`src/rtl/pwm_multi_timer.sv`:
```
// pwm_multi_timer: multi-channel PWM timer, one shared prescaled counter feeding per-channel comparators
// behind a 16-bit register port; PERIOD/DUTY are shadowed and reload at period boundaries.
module pwm_multi_timer #(
    parameter int CH_NUM  = 4,
    parameter int CNT_W   = 10,
    parameter int PRESC_W = 8,
    parameter int ADDR_W  = 4
) (
    input  logic              clk_i,
    input  logic              rstn_i,
    input  logic              acc_en_i,
    input  logic              wr_en_i,
    input  logic [ADDR_W-1:0] addr_i,
    input  logic [15:0]       wdata_i,
    output logic [15:0]       rdata_o,
    output logic [CH_NUM-1:0] pwm_o,
    output logic              irq_o
);
    logic               en_q, en_d, mode_q, mode_d, os_q, os_d, pev_q, pev_d, dir_q, dir_d;
    logic [CH_NUM-1:0]  oe_q, oe_d, pwm_q, pwm_d;
    logic [CNT_W-1:0]   per_sh_q, per_sh_d, per_q, per_d, cnt_q, cnt_d, last;
    logic [PRESC_W-1:0] presc_q, presc_d, psc_q, psc_d;
    logic [CNT_W-1:0]   duty_sh_q [CH_NUM];
    logic [CNT_W-1:0]   duty_sh_d [CH_NUM];
    logic [CNT_W-1:0]   duty_q [CH_NUM];
    logic [CNT_W-1:0]   duty_d [CH_NUM];
    logic [15:0]        rdata_q, rdata_d;
    logic               wr, rd, clr, tick, ev, load, unused;

    assign wr      = acc_en_i & wr_en_i;
    assign rd      = acc_en_i & ~wr_en_i;
    assign clr     = wr && addr_i == ADDR_W'(0) && wdata_i[2];
    assign tick    = en_q && psc_q == presc_q;
    assign last    = (per_q == '0) ? '0 : per_q - CNT_W'(1);
    // dir_q=1 is counting down; a center-aligned period ends on the tick leaving the held 0
    assign ev      = tick && !clr && (mode_q ? (dir_q && cnt_q == '0) : cnt_q >= last);
    assign load    = !en_q || ev;
    assign rdata_o = rdata_q;
    assign pwm_o   = pwm_q;
    assign irq_o   = pev_q;
    assign unused  = ^wdata_i;

    always_comb begin
        en_d      = en_q;
        mode_d    = mode_q;
        os_d      = os_q;
        oe_d      = oe_q;
        per_sh_d  = per_sh_q;
        presc_d   = presc_q;
        duty_sh_d = duty_sh_q;
        if (wr && addr_i == ADDR_W'(0)) begin
            en_d   = wdata_i[0];
            mode_d = wdata_i[1];
            os_d   = wdata_i[3];
            oe_d   = wdata_i[8 +: CH_NUM];
        end
        if (wr && addr_i == ADDR_W'(1)) per_sh_d = wdata_i[CNT_W-1:0];
        if (wr && addr_i == ADDR_W'(2)) presc_d = wdata_i[PRESC_W-1:0];
        for (int k = 0; k < CH_NUM; k++) begin
            if (wr && addr_i == ADDR_W'(4 + k)) duty_sh_d[k] = wdata_i[CNT_W-1:0];
            duty_d[k] = load ? duty_sh_q[k] : duty_q[k];
            pwm_d[k]  = en_q && oe_q[k] && cnt_q < duty_q[k];
        end
        if (ev && os_q) en_d = 1'b0;
        pev_d = ev || (pev_q && !(wr && addr_i == ADDR_W'(3) && wdata_i[1]));
        per_d = load ? per_sh_q : per_q;
        psc_d = (!en_q || clr || tick) ? '0 : psc_q + PRESC_W'(1);
        cnt_d = cnt_q;
        dir_d = mode_q && dir_q;
        if (!en_q || clr) begin
            cnt_d = '0;
            dir_d = 1'b0;
        end else if (tick) begin
            if (!mode_q) cnt_d = ev ? '0 : cnt_q + CNT_W'(1);
            else if (!dir_q && cnt_q >= last) dir_d = 1'b1;
            else if (dir_q && cnt_q == '0) dir_d = 1'b0;
            else cnt_d = dir_q ? cnt_q - CNT_W'(1) : cnt_q + CNT_W'(1);
        end
        rdata_d = rdata_q;
        if (rd) begin
            rdata_d = '0;
            if (addr_i == ADDR_W'(0)) rdata_d = {8'(oe_q), 4'b0, os_q, 1'b0, mode_q, en_q};
            if (addr_i == ADDR_W'(1)) rdata_d[CNT_W-1:0] = per_sh_q;
            if (addr_i == ADDR_W'(2)) rdata_d[PRESC_W-1:0] = presc_q;
            if (addr_i == ADDR_W'(3)) rdata_d[1:0] = {pev_q, en_q};
            for (int k = 0; k < CH_NUM; k++)
                if (addr_i == ADDR_W'(4 + k)) rdata_d[CNT_W-1:0] = duty_sh_q[k];
        end
    end

    always_ff @(posedge clk_i or negedge rstn_i) begin
        if (!rstn_i) begin
            en_q     <= 1'b0;
            mode_q   <= 1'b0;
            os_q     <= 1'b0;
            pev_q    <= 1'b0;
            dir_q    <= 1'b0;
            oe_q     <= '0;
            pwm_q    <= '0;
            per_sh_q <= '0;
            per_q    <= '0;
            cnt_q    <= '0;
            presc_q  <= '0;
            psc_q    <= '0;
            rdata_q  <= '0;
            for (int k = 0; k < CH_NUM; k++) begin
                duty_sh_q[k] <= '0;
                duty_q[k]    <= '0;
            end
        end else begin
            en_q      <= en_d;
            mode_q    <= mode_d;
            os_q      <= os_d;
            pev_q     <= pev_d;
            dir_q     <= dir_d;
            oe_q      <= oe_d;
            pwm_q     <= pwm_d;
            per_sh_q  <= per_sh_d;
            per_q     <= per_d;
            cnt_q     <= cnt_d;
            presc_q   <= presc_d;
            psc_q     <= psc_d;
            rdata_q   <= rdata_d;
            duty_sh_q <= duty_sh_d;
            duty_q    <= duty_d;
        end
    end
endmodule

```
`config.mk`:
```
export PLATFORM = sky130hd
export DESIGN_NAME = pwm_multi_timer
export DESIGN_NICKNAME = d
export VERILOG_FILES = /design/src/rtl/pwm_multi_timer.sv
export SDC_FILE = /design/constraint.sdc
export NUM_CORES = 1
export LEC_CHECK = 0
export BUFFER_PORTS_ARGS = -buffer_cell sky130_fd_sc_hd__buf_2
export CAP_MARGIN = 30
export CORE_MARGIN = 5
export CORE_UTILIZATION = 55
export CTS_CLUSTER_SIZE = 40
export DETAILED_ROUTE_END_ITERATION = 6
export GPL_ROUTABILITY_DRIVEN = 0
export PLACE_DENSITY_LB_ADDON = 0.12
export SYNTH_ARGS = -nofsm -noshare
export SYNTH_HDL_FRONTEND = slang
export SYNTH_SLANG_ARGS = --single-unit
```
`constraint.sdc`:
```
create_clock -name clk_i -period 8.5 [get_ports clk_i]
set_clock_uncertainty 0.1 [all_clocks]
set_input_delay 2.55 -clock clk_i [delete_from_list [all_inputs] [get_ports clk_i]]
set_output_delay 2.55 -clock clk_i [all_outputs]
set_load 0.02 [all_outputs]
```
==> impl_metrics.ini <==
[clocking]
worstSkewPairLatency_ps = 420
cts_max_level = 4
clkSlewWorstSetupHoldPaths_ps = 60
cts_max_path_buffers = 2
cts_sinks = 151
cts.root.buffer_cell = sky130_fd_sc_hd__clkbuf_16
cts_setup_buffers = 0
clock_tree_from_tritoncts = done
quantity_of_hold_fixing_buffers_added_after_cts = 0
cts_buffers = 17
cts-resized-gates = 0

[timing]
finalSetupViolCount = 0
layout_worst_path_cycle_share_pct = 62.2
period_minus_slack_ps = 5280
finalMaxSlewViolations = 0
max_slew_margin_pct = 31.4
timing_worst_slew_pin_value_ps = 1020
unrepaired_setup_endpoints_after_global_routing = false
max_clock_freq_mhz = 189
fin_tns_setup_ps = 0
timing.hold.ws_ps = 383
timing_hold_violations_final = 0

[worst_setup_path]
critPathMaxFanout = 71
setup.worst_path.start_class = primary input
end_kind = flop
worst-r2r-setup-slack_ps = 4280
worst-endpoint-arrival_ps = 5430
path_class = in -> reg
required_ps = 8640

[global_routing]
antenna_violations_before_repair = 0
groute.usage.overall_pct = 26.8
maximum_number_of_pins_on_one_net_before_global_route_repair = 105
grt_first_pass_wirelength_mm = 42.9
grt.overflow.total = 0
grt_pass1_vias = 7648

[floorplan]
chipWidth_um = 143
floorplan.io_pins = 45
core_area_um2 = 17400
dieHeight_um = 143
dieArea_um2 = 20500
rows = 48
floorplan.initialDensity_pct = 56.3

[hold_path]
hold_class = reg -> reg

[logic_synthesis]
netlist_instances = 1039
synthDistinctLibCells = 58
syn_area_um2 = 9760
synth-edff-count = 0
ys_ff_latch = 151
synth-seq-area-share_pct = 38.7
yosys_warnings = 0
yosys_most_used_dff = sky130_fd_sc_hd__dfrtp_1
ys_async_sr_fraction_pct = 100
syn_area_per_cell_um2 = 9.40

[drt]
drt-wirelength-per-cell_um = 21.0
drc_violation_count_after_routing = 0
totalWireLength_mm = 26.4
num_vias = 8209
drt_pre_antenna_iters = 5
detail_route.iter0.violations = 797
final_antenna_net_count = 0
drt-vias-per-instance = 6.52

[cells_and_area]
antennaDiodeCount = 0
finish.cell_count_without_fillers = 1260
final_common_cell = sky130_fd_sc_hd__dfrtp_1
final_core_utilization_pct = 61.0
final_std_cell_area_no_fill_um2 = 10600
final_layout_size_suffix_gt1_share_pct = 15.9
syn2layout_area_growth_pct = 8.42
most-common-layout-cells = 150 x sky130_fd_sc_hd__dfrtp_1, 99 x sky130_fd_sc_hd__nand2_1, 76 x sky130_fd_sc_hd__a21oi_1, 66 x sky130_fd_sc_hd__nand3_1, 64 x sky130_fd_sc_hd__mux2_2
number_of_filler_instances_in_the_final_layout = 1466
layout.nets = 1099

[status]
status = finished clean

[placement]
placed_cells = 1230
hpwl_mm = 17.6
post_dp_cell_area_um2 = 10000
port_buffers = 36

[run]
maxCapViolCount = 0

[pwr]
largest_voltage_drop_on_the_vdd_net_v = 0.000159
powerDensity_nw_per_um2 = 239
leakage_uw = 0.00459
[state kept, by name (all words and copies together) (netlist names)]
register / cells
per_sh_q: 10
cnt_q: 10
presc_q: 8
per_q: 10
rdata_o: 12
os_q: 1
pwm_o: 4
en_q: 1
dir_q: 1
duty_q: 40
oe_q: 4
mode_q: 1
duty_sh_q: 40
psc_q: 8
irq_o: 1
[per-stage QoR]
step	setup WS (ps)	power [µW]
after global routing	3020	2700
after CTS	3250	2540
after floorplan	3990	1580
after global placement	2830	1770
final	3220	2530
after detailed placement	2830	1800
[cell families after synthesis]
family / synth area share (%)
DFF: 38.7
xor gates and xnor gates: 1.97
adders and majority gates: 6.54
other: 0.0384
muxes: 9.07
AOI/OAI and AO/OA: 20.2
buffers and inverters: 5.79
and+or+nand+nor: 17.6
[Yosys cell counts (all sizes together), types with 3 or more instances]
cell type  number  area [µm²]
and3            7        43.8
o31ai           5        37.5
nor2b          54         338
a222oi          4        40.0
nand4           8        65.1
or2             7        43.8
a2111oi         6        52.6
xnor2          15         131
dfrtp         151        3780
or4             3        30.0
a21oi          77         385
ha             51         638
nor4            7        65.1
inv            47         176
nand2b         10        62.6
a211o           8        70.1
a211oi          6        45.0
buf            22         156
o21ai          25         125
a22o            4        35.0
nand3b          6        45.0
a21o           16         120
nor3b           3        22.5
o211ai          5        37.5
nand2         101         384
nand3          66         330
nor2           30         113
a311oi         52         455
nor3           18         105
o22ai           3        18.8
and2            5        31.3
o311ai         50         438
mux2           64         721
mux2i          12         120
xor2            7        61.3
clkbuf         62         233
a22oi           5        42.5
[report_power, final]
| part | switching [µW] | internal [µW] | total (µW) |
|---|---|---|---|
| clock | 308 | 438 | 746 |
| sequential | 183 | 893 | 1080 |
| combinational | 383 | 327 | 710 |
| total | 874 | 1660 | 2530 |
[area by class of cell]
class / count / area (µm²) / area share, %
clock buffer: 19 / 443 / 4.18
clock inverter: 11 / 128 / 1.21
inverter: 47 / 176 / 1.67
multi-input combinational: 760 / 5460 / 51.6
sequential: 151 / 3780 / 35.7
tap: 225 / 282 / 2.66
timing repair buffer: 47 / 317 / 2.99
[critical path, stage by stage]
cell and delay [ps]:
sky130_fd_sc_hd__buf_2 320, sky130_fd_sc_hd__nor4_4 560, sky130_fd_sc_hd__nand4_4 390, sky130_fd_sc_hd__buf_4 440, sky130_fd_sc_hd__and2_4 340, sky130_fd_sc_hd__buf_16 250
sky130_fd_sc_hd__a311oi_1 310, sky130_fd_sc_hd__o311ai_0 190
[layer usage]
metal	track usage [%]	wire [µm]	up-vias
li1	-	-	3849
met1	40.2	12500	4041
met2	40.1	11700	275
met3	4.52	1600	44
met4	7.98	633	0
met5	0	0	-
[worst paths after layout]
path                              from          end  depth (start not counted)
max                          addr_i[1]     per_q[1]                          8
min                        rdata_o[11]  rdata_o[11]                          2
max reg2reg                   per_q[4]     cnt_q[5]                         13
min reg2reg                rdata_o[11]  rdata_o[11]                          2
max in group asynchronous       rstn_i   duty_q[22]                          2
min in group asynchronous       rstn_i     cnt_q[6]                          1
Power figures use the tool's default switching activity.
